### config.mk
export PLATFORM = sky130hd
export DESIGN_NAME = vx_warp_issue_sched
export DESIGN_NICKNAME = d
export VERILOG_FILES = /design/src/rtl/vx_issue_pkg.sv /design/src/rtl/vx_warp_rr_pick.sv /design/src/rtl/vx_warp_issue_sched.sv
export SDC_FILE = /design/constraint.sdc
export NUM_CORES = 1
export LEC_CHECK = 0
export BUFFER_PORTS_ARGS = -buffer_cell sky130_fd_sc_hd__buf_2
export CAP_MARGIN = 20
export CORE_MARGIN = 4
export CORE_UTILIZATION = 53
export DETAILED_ROUTE_END_ITERATION = 7
export PLACE_DENSITY = 0.78
export SYNTH_ARGS = -nofsm -noshare
export SYNTH_HDL_FRONTEND = slang
export SYNTH_SLANG_ARGS = --single-unit
### constraint.sdc
create_clock -name clk -period 4 [get_ports clk]
set_clock_uncertainty 0.05 [all_clocks]
set_input_delay 0.8 -clock clk [delete_from_list [all_inputs] [get_ports clk]]
set_output_delay 0.8 -clock clk [all_outputs]
set_load 0.1 [all_outputs]
### src/rtl/vx_issue_pkg.sv
// Shared types and constants for the warp issue scheduler.
// NW_BITS is the warp-id width for the default 4-warp configuration.
package vx_issue_pkg;

  localparam int NUM_WARPS_DEF = 4;
  localparam int NW_BITS       = $clog2(NUM_WARPS_DEF);

  // IDLE: no grant outstanding; GRANT: issue_valid is high
  typedef enum logic {
    IDLE  = 1'b0,
    GRANT = 1'b1
  } sched_state_e;

endpackage

### src/rtl/vx_warp_rr_pick.sv
// Combinational find-first-set starting at a rotating pointer.
// The mask is rotated so that bit ptr lands at position 0; the lowest set
// bit of the rotated mask is the winner, translated back by adding ptr.
// N must be a power of two so the index add wraps naturally.
module vx_warp_rr_pick #(
  parameter int N  = 4,
  parameter int IW = $clog2(N)
) (
  input  logic [N-1:0]  i_mask,
  input  logic [IW-1:0] i_ptr,
  output logic          o_valid,
  output logic [IW-1:0] o_index,
  output logic [N-1:0]  o_onehot
);

  logic [N-1:0]  w_rot;
  logic [IW-1:0] w_off;

  // rotate the request mask so the pointer position becomes bit 0
  for (genvar gi = 0; gi < N; gi++) begin : g_rot
    assign w_rot[gi] = i_mask[i_ptr + IW'(gi)];
  end

  // lowest set bit of the rotated mask, mapped back to an absolute index
  always_comb begin
    w_off   = '0;
    o_valid = |i_mask;
    for (int k = N - 1; k >= 0; k--) begin
      if (w_rot[k]) w_off = IW'(k);
    end
    o_index  = i_ptr + w_off;
    o_onehot = o_valid ? (N'(1) << o_index) : '0;
  end

endmodule

### src/rtl/vx_warp_issue_sched.sv
// Warp issue scheduler: masks scoreboard-stalled warps, round-robins among
// the eligible ones and holds a registered grant under a valid/ready
// handshake. Optional starvation guard enabled by ISSUE_STARVE_GUARD_EN.
module vx_warp_issue_sched
  import vx_issue_pkg::*;
#(
  parameter int NUM_WARPS    = 4,
  parameter int STARVE_LIMIT = 15
) (
  input  logic                         clk,
  input  logic                         reset,
  input  logic [NUM_WARPS-1:0]         req_valid,
  input  logic [NUM_WARPS-1:0]         req_stall,
  input  logic                         issue_ready,
  output logic                         issue_valid,
  output logic [$clog2(NUM_WARPS)-1:0] issue_wid,
  output logic [NUM_WARPS-1:0]         issue_onehot,
  output logic [NUM_WARPS-1:0]         deq
);

  localparam int WB = $clog2(NUM_WARPS);

  sched_state_e         r_state, r_state_next;
  logic [WB-1:0]        r_wid, r_wid_next;
  logic [WB-1:0]        r_ptr, r_ptr_next;
  logic [NUM_WARPS-1:0] r_onehot, r_onehot_next;

  logic [NUM_WARPS-1:0] w_elig;
  logic [NUM_WARPS-1:0] w_elig_nx;
  logic                 w_fire;
  logic [WB-1:0]        w_pick_ptr;

  logic                 w_rr_valid;
  logic [WB-1:0]        w_rr_idx;
  logic [NUM_WARPS-1:0] w_rr_onehot;

  logic [NUM_WARPS-1:0] w_starve;
  logic                 w_st_valid;
  logic [WB-1:0]        w_st_idx;
  logic [NUM_WARPS-1:0] w_st_onehot;

  logic                 w_pick_valid;
  logic [WB-1:0]        w_pick_idx;
  logic [NUM_WARPS-1:0] w_pick_onehot;

  assign w_elig = req_valid & ~req_stall;
  assign w_fire = (r_state == GRANT) & issue_ready;

  // candidate set for the next pick: a warp that just fired stays a
  // candidate only while its queue still holds an instruction, and the
  // pointer moves past it so it becomes lowest priority
  always_comb begin
    w_elig_nx  = w_elig;
    w_pick_ptr = r_ptr;
    if (w_fire) begin
      w_elig_nx[r_wid] = req_valid[r_wid];
      w_pick_ptr       = r_wid + WB'(1);
    end
  end

  vx_warp_rr_pick #(.N(NUM_WARPS), .IW(WB)) u_rr_pick (
    .i_mask   (w_elig_nx),
    .i_ptr    (w_pick_ptr),
    .o_valid  (w_rr_valid),
    .o_index  (w_rr_idx),
    .o_onehot (w_rr_onehot)
  );

`ifdef ISSUE_STARVE_GUARD_EN
  localparam int CW = $clog2(STARVE_LIMIT + 1);

  for (genvar gi = 0; gi < NUM_WARPS; gi++) begin : g_starve
    logic [CW-1:0] r_cnt;

    // count cycles a warp is eligible but not served; serving or an empty queue clears it
    always_ff @(posedge clk) begin
      if (reset) begin
        r_cnt <= '0;
      end else if ((w_fire && (r_wid == WB'(gi))) || !req_valid[gi]) begin
        r_cnt <= '0;
      end else if (w_elig[gi] && (r_cnt != CW'(STARVE_LIMIT))) begin
        r_cnt <= r_cnt + CW'(1);
      end
    end

    // a warp being served this cycle cannot be starving for the next pick
    assign w_starve[gi] = w_elig_nx[gi] & (r_cnt == CW'(STARVE_LIMIT)) &
                          ~(w_fire & (r_wid == WB'(gi)));
  end

  vx_warp_rr_pick #(.N(NUM_WARPS), .IW(WB)) u_starve_pick (
    .i_mask   (w_starve),
    .i_ptr    ({WB{1'b0}}),
    .o_valid  (w_st_valid),
    .o_index  (w_st_idx),
    .o_onehot (w_st_onehot)
  );
`else
  assign w_starve    = '0;
  assign w_st_valid  = 1'b0;
  assign w_st_idx    = '0;
  assign w_st_onehot = '0;
`endif

  // a starving warp overrides the round-robin choice
  always_comb begin
    w_pick_valid  = w_rr_valid;
    w_pick_idx    = w_rr_idx;
    w_pick_onehot = w_rr_onehot;
    if (w_st_valid) begin
      w_pick_idx    = w_st_idx;
      w_pick_onehot = w_st_onehot;
    end
  end

  // grant, pointer and state registers
  always_ff @(posedge clk) begin
    if (reset) begin
      r_state  <= IDLE;
      r_wid    <= '0;
      r_ptr    <= '0;
      r_onehot <= '0;
    end else begin
      r_state  <= r_state_next;
      r_wid    <= r_wid_next;
      r_ptr    <= r_ptr_next;
      r_onehot <= r_onehot_next;
    end
  end

  // next-state: grant on any eligible warp, chain on fire, revoke on lost eligibility
  always_comb begin
    r_state_next  = r_state;
    r_wid_next    = r_wid;
    r_ptr_next    = r_ptr;
    r_onehot_next = r_onehot;
    case (r_state)
      IDLE: begin
        if (w_pick_valid) begin
          r_state_next  = GRANT;
          r_wid_next    = w_pick_idx;
          r_onehot_next = w_pick_onehot;
        end
      end
      GRANT: begin
        if (w_fire) begin
          r_ptr_next = r_wid + WB'(1);
          if (w_pick_valid) begin
            r_wid_next    = w_pick_idx;
            r_onehot_next = w_pick_onehot;
          end else begin
            r_state_next = IDLE;
          end
        end else if (!w_elig[r_wid]) begin
          r_state_next = IDLE;
        end
      end
      default: r_state_next = IDLE;
    endcase
  end

  assign issue_valid  = (r_state == GRANT);
  assign issue_wid    = r_wid;
  assign issue_onehot = r_onehot & {NUM_WARPS{issue_valid}};
  // no pop while reset is asserted: the grant is being discarded
  assign deq          = issue_onehot & {NUM_WARPS{issue_ready & ~reset}};

endmodule
* Word-level counts from Yosys, hierarchy flattened
Index checks and enable logic that the tools add are counted.
Word-level totals: register bits 9, bits of input ports 11, output and inout bits 11, logic and storage cells 58
Cells by class: $add $sub $neg 5, magnitude comparators 6, equal/unequal tests 1, shift-type cells 1, multiplexer cells 31, bitwise logic cells 8, reductions and logical operators 2
Operators by type and width (count):
- 2-bit by 3-bit less-than comparator with 1-bit output (second input constant) | 5
- 2-bit two-way mux | 7
- 4-bit AND | 3
- 1-bit binary-select mux with 2-bit select | 6
- 4-bit two-way mux | 3
- 1-bit two-way mux | 10
- 4-bit case mux with 2 select lines | 1
- 2-bit by 1-bit adder with 2-bit output (second input constant) | 2
- 2-bit adder (second input constant) | 2
- 4-bit bitwise mux | 1
- 4-bit inverter | 1
- 2-bit case mux with 2 select lines | 1
- 4-bit OR reduction | 1
- 1-bit by 2-bit << shifter with 4-bit output (first input constant) | 1
- 2-bit adder | 1
- 1-bit AND | 2
- 1-bit demux with 2-bit select | 1
- 2-bit by 1-bit greater-or-equal comparator with 1-bit output (second input constant) | 1
- 2-bit by 1-bit != test with 1-bit output (second input constant) | 1
- 1-bit inverter | 2
- 1-bit case mux with 2 select lines | 1
- 1-bit logical AND | 1

* Depth between registers and ports, before layout
depth in word-level cells 17, depth in mapped cells 14, gate-level depth less buffers 14

* Hierarchy
Synthesis repeated with hierarchy kept, for this count alone.
Second synthesis, totals: cell total of the unflattened synthesis 115, area, all modules 927.1 um2
Modules (own cells, without submodules):
- vx_warp_issue_sched | times used 1, cells an instance 75, area an instance 625.6 um2, seq. area each 180.2 um2
- vx_warp_rr_pick | times used 1, cells an instance 40, area an instance 301.5 um2, seq. area each 0.0 um2

* Least setup slack after synthesis
No wires, ideal clock.
kind reg2reg, start register r_wid[0] (netlist: issue_wid[0]), end register r_onehot[2], library setup time 0.117 ns, arrival time 3.348 ns, required time 3.833 ns, setup slack 0.485 ns, cell stages (with the launch flop) 13, path buffers 1, period minus slack after synthesis 3.515 ns, path through dfxtp_1 buf_6 inv_1 ha_1 mux2i_1 nand2b_1 a22oi_1 o21ai_0 o21a_1 ha_1 xnor2_1 xor2_1 a22o_1
Between the ends: word-level cells in the longest chain between the ends 17, elaborated cells on any way between the ends 32, classes of those cells add/sub: 5; order compare: 2; shift: 1; mux: 22; reduce/logical: 2
Ends and longest elaborated chain:
- start: declaration | line vx_warp_issue_sched.sv:24 | logic [WB-1:0] r_wid, r_wid_next;
- start signal: assignment | line vx_warp_issue_sched.sv:125 | r_wid <= r_wid_next;
- 2-bit by 3-bit less-than comparator with 1-bit output (not written as such) or 2-bit by 1-bit greater-or-equal comparator with 1-bit output (tied branches) | line vx_warp_issue_sched.sv:56 | w_elig_nx[r_wid] = req_valid[r_wid];
- 1-bit logical AND (not written as such) | line vx_warp_issue_sched.sv:56
- 1-bit two-way mux (not written as such) | line vx_warp_issue_sched.sv:56
- 1-bit demux with 2-bit select | line vx_warp_issue_sched.sv:56
- 4-bit bitwise mux | line vx_warp_issue_sched.sv:56
- 4-bit two-way mux | line vx_warp_issue_sched.sv:55 | if (w_fire) begin
- 1-bit binary-select mux with 2-bit select | line vx_warp_rr_pick.sv:21 | assign w_rot[gi] = i_mask[i_ptr + IW'(gi)];
- 1-bit two-way mux (not written as such) | line vx_warp_rr_pick.sv:21
- 2-bit two-way mux (4 in series) | line vx_warp_rr_pick.sv:29 | if (w_rot[k]) w_off = IW'(k);
- 2-bit adder | line vx_warp_rr_pick.sv:31 | o_index = i_ptr + w_off;
- 1-bit by 2-bit << shifter with 4-bit output | line vx_warp_rr_pick.sv:32 | o_onehot = o_valid ? (N'(1) << o_index) : '0;
- 4-bit two-way mux * | line vx_warp_issue_sched.sv:139, vx_warp_issue_sched.sv:148
- 4-bit two-way mux | line vx_warp_issue_sched.sv:146 | if (w_fire) begin
- 4-bit case mux with 2 select lines * | line vx_warp_issue_sched.sv:137 | case (r_state)
- end signal: assignment | line vx_warp_issue_sched.sv:127 | r_onehot <= r_onehot_next;
- end: declaration | line vx_warp_issue_sched.sv:26 | logic [NUM_WARPS-1:0] r_onehot, r_onehot_next;
Every way passes the cells marked *; elsewhere a longest branch is shown, timed or not. The select of a mux whose other input is x is not followed. A chain may end at the register's enable or synchronous reset.

* Worst setup path in the final report
start register r_wid[1] (netlist: issue_wid[1]), end register r_onehot[2]
Same word-level chain as after synthesis.

==> impl_metrics.ini <==
[final_layout]
fin_util = 0.641
fin_nets = 161
multi_input_area_sq_um = 726
seqCellArea_sq_um = 180
drive_gt1_frac = 0.236
areaGrowthSynthToFinish_pct = 15.4
n_fill_cell = 153
num_antenna_cells = 0

[detailed_routing]
drc = 0
drt_pre_antenna_iters = 4
wire_per_inst_um = 14.8
wirelength_um = 2500
drtIter0Drc = 34
vias = 995
postRouteAntennaNets = 0
routed_via_density = 5.89

[pwr]
p_comb_frac = 0.599
p_per_area_nw_per_um2 = 454
netSwitchingPower_mw = 0.255
p_clk_frac = 0.144
max-vdd-ir-drop_v = 0.000348
p_leak_nw = 0.498
p_seq_frac = 0.257
p_int_mw = 0.242
p_sw_frac = 0.513

[yosys]
syn_inst = 121
synth_area_leaders = dfxtp_1, ha_1, nand2_1, mux2i_4, nor2_1
syn_nets = 137
yosysWarnings = 0
synth_area_sq_um = 948
synth_top_area_frac = 0.190
synth_enable_flop_cells = 0
ys.flop_type = dfxtp_1
synthArstFlopShare = 0
yosys.area.top_type = dfxtp_1
yosysUniqueCellTypes = 40
ys_seq_area_frac = 0.190
syn_area_per_cell_sq_um = 7.84
ys_ff_latch = 9

[sta]
hold_violations = 0
relSlewSlack = 0.658
worst_pin_slew_ns = 0.499
finalSetupViolations = 0
finalSetupTns_ns = 0
hold-worst-slack_ns = 0.419
maxSlewViolCount = 0
finalCritPeriodShare = 0.773
rsz0062_at_grt = no
fmax_mhz = 323
final.min_clock_period_ns = 3.09

[cts]
cts-root-buf = clkbuf_4
cts_tree = done
clock_sinks = 9
cts_buffers = 3
cts_buffer_depth = 2
cts_max_level = 1
clk_pin_slew_ns = 0.07
postCtsSetupRepairBufs = 0
insertion_delay_ns = 0.27
postCtsResizedCells = 0
cts-hold-fix-buffers = 0

[min_path]
hold_depth = 2
min-delay-start = r_onehot[3]$_SDFFE_PP0P_
min_path_type = reg2reg
holdPathEnd = r_onehot[3]$_SDFFE_PP0P_

[die]
fp.dieArea_sq_um = 2530
die_w_um = 50.3
fp.dieH_um = 50.3
core_area_sq_um = 1710
io_pins = 22
rows = 15
initial_utilization = 0.555

[placement]
dp_hpwl_um = 1980
numPortBuffers = 21
gp_congestion = 0.990

[run_status]
status = completed

[worst_setup_path]
cp-start-kind = flip-flop
ff2ff_path_depth = 13
cp_data_required_time_ns = 4.11
cp_data_arrival_time_ns = 3.20
end_kind = flip-flop
r2r_setup_slack_ns = 0.91
r2r_start = issue_wid[1]$_SDFFE_PP0P_
reg2reg_to = r_onehot[2]$_SDFFE_PP0P_
crit_fanout = 8
critical_path_class = reg2reg

[global_route]
grt_max_degree = 14
antenna_found_initial = 0
grt_pass1_vias = 960
overflow = 0
grt_pass1_wl_um = 4260
grt_use_total = 0.212

[flow_run]
drv_cap = 0
-- state kept, by name (all words and copies together), names as in the netlist --
name,flops
issue_wid,2
r_onehot,4
issue_valid,1
r_ptr,2
-- layout make-up --
type / count / area share
multi-input combinational: 104 / 0.663
tap: 25 / 0.0286
timing repair buffer: 22 / 0.103
sequential: 9 / 0.165
inverter: 5 / 0.0171
clock buffer: 4 / 0.0240
-- kinds of logic (layout without fill, tap and decap cells) --
family	Yosys count	after routing	synth area share
multiplexers	5	5	0.0923
buffers and inverters	8	31	0.0449
flip-flops	9	9	0.190
XOR/XNOR	3	3	0.0277
AO/OA/AOI/OAI	34	34	0.277
adder cells (fa/ha/maj)	5	5	0.0660
AND/OR/NAND/NOR	57	57	0.302
-- routing by layer --
layer / GRT usage / part of all wire / vias up
met5: 0 / 0 / -
met4: 0.0359 / 0.0072 / 0
li1: - / - / 492
met1: 0.249 / 0.44 / 471
met2: 0.383 / 0.49 / 30
met3: 0.0593 / 0.058 / 2
-- critical path, cell delays in order (launching register included) --
cell and delay, ns:
dfxtp_1 0.46, inv_1 0.15, ha_1 0.27, and3_1 0.22, nor2_1 0.17, a21oi_2 0.10
nand2b_1 0.17, a22oi_1 0.18, o21ai_0 0.10, o21a_1 0.17, ha_1 0.19, xnor2_1 0.36
xor2_1 0.15, a22o_1 0.25
-- power groups by stage --
stage,Sequential [mW],Clock (mW),Combinational (mW)
floorplan,0.169,0,0.202
global placement,0.128,0,0.286
detailed placement,0.129,0,0.295
CTS,0.127,0.0727,0.296
global route,0.131,0.0770,0.322
finish,0.128,0.0717,0.298
-- metrics by stage --
stage | instances | instance area (sq um) | worst slack (ns) | total power [mW]
2_1_floorplan | 121 | 948 | 0.485 | 0.370
3_3_place_gp | 165 | 1070 | 0.860 | 0.415
3_5_place_dp | 165 | 1070 | 0.702 | 0.424
4_1_cts | 169 | 1090 | 0.934 | 0.496
5_1_grt | 169 | 1090 | 0.643 | 0.530
6_report | 169 | 1090 | 0.908 | 0.497
-- synth_stat cells, types with 2 or more instances --
master    number
nor2_1        12
o21ai_0        2
inv_1          5
nor3_1         2
a32oi_1        2
and3_1         5
ha_1           5
xnor2_1        2
a22o_1         2
a21oi_1        6
o31ai_1        2
nand3b_1       3
mux2i_4        2
nand3_1        7
nand2b_1       6
mux2i_1        2
o211ai_1       2
o21ai_1        2
o22ai_2        2
a21o_1         3
dfxtp_1        9
o221ai_1       2
nand2_1       14
a221oi_1       2
and2_1         5
-- cells in the final DEF (no fill, tap or decap), types with 2 or more instances in the layout --
| cell | count |
|---|---|
| a21o_1 | 3 |
| a21oi_1 | 6 |
| a221oi_1 | 2 |
| a22o_1 | 2 |
| a32oi_1 | 2 |
| and2_1 | 5 |
| and3_1 | 5 |
| buf_2 | 21 |
| clkbuf_4 | 3 |
| dfxtp_1 | 9 |
| ha_1 | 5 |
| inv_1 | 5 |
| mux2i_1 | 2 |
| mux2i_4 | 2 |
| nand2_1 | 14 |
| nand2b_1 | 6 |
| nand3_1 | 7 |
| nand3b_1 | 3 |
| nor2_1 | 12 |
| nor3_1 | 2 |
| o211ai_1 | 2 |
| o21ai_0 | 2 |
| o21ai_1 | 2 |
| o221ai_1 | 2 |
| o22ai_2 | 2 |
| o31ai_1 | 2 |
| xnor2_1 | 2 |
-- how the worst max path moves through the flow --
stage                               from                        to  cells past startpoint
2_1_floorplan  issue_wid[0]$_SDFFE_PP0P_  r_onehot[2]$_SDFFE_PP0P_                     12
3_3_place_gp                 issue_ready  r_onehot[0]$_SDFFE_PP0P_                     11
3_5_place_dp                 issue_ready  r_onehot[2]$_SDFFE_PP0P_                     11
4_1_cts        issue_wid[1]$_SDFFE_PP0P_  r_onehot[2]$_SDFFE_PP0P_                     13
5_1_grt        issue_wid[1]$_SDFFE_PP0P_  r_onehot[2]$_SDFFE_PP0P_                     13
6_report       issue_wid[1]$_SDFFE_PP0P_  r_onehot[2]$_SDFFE_PP0P_                     13
(Power assumes the default switching activity.)
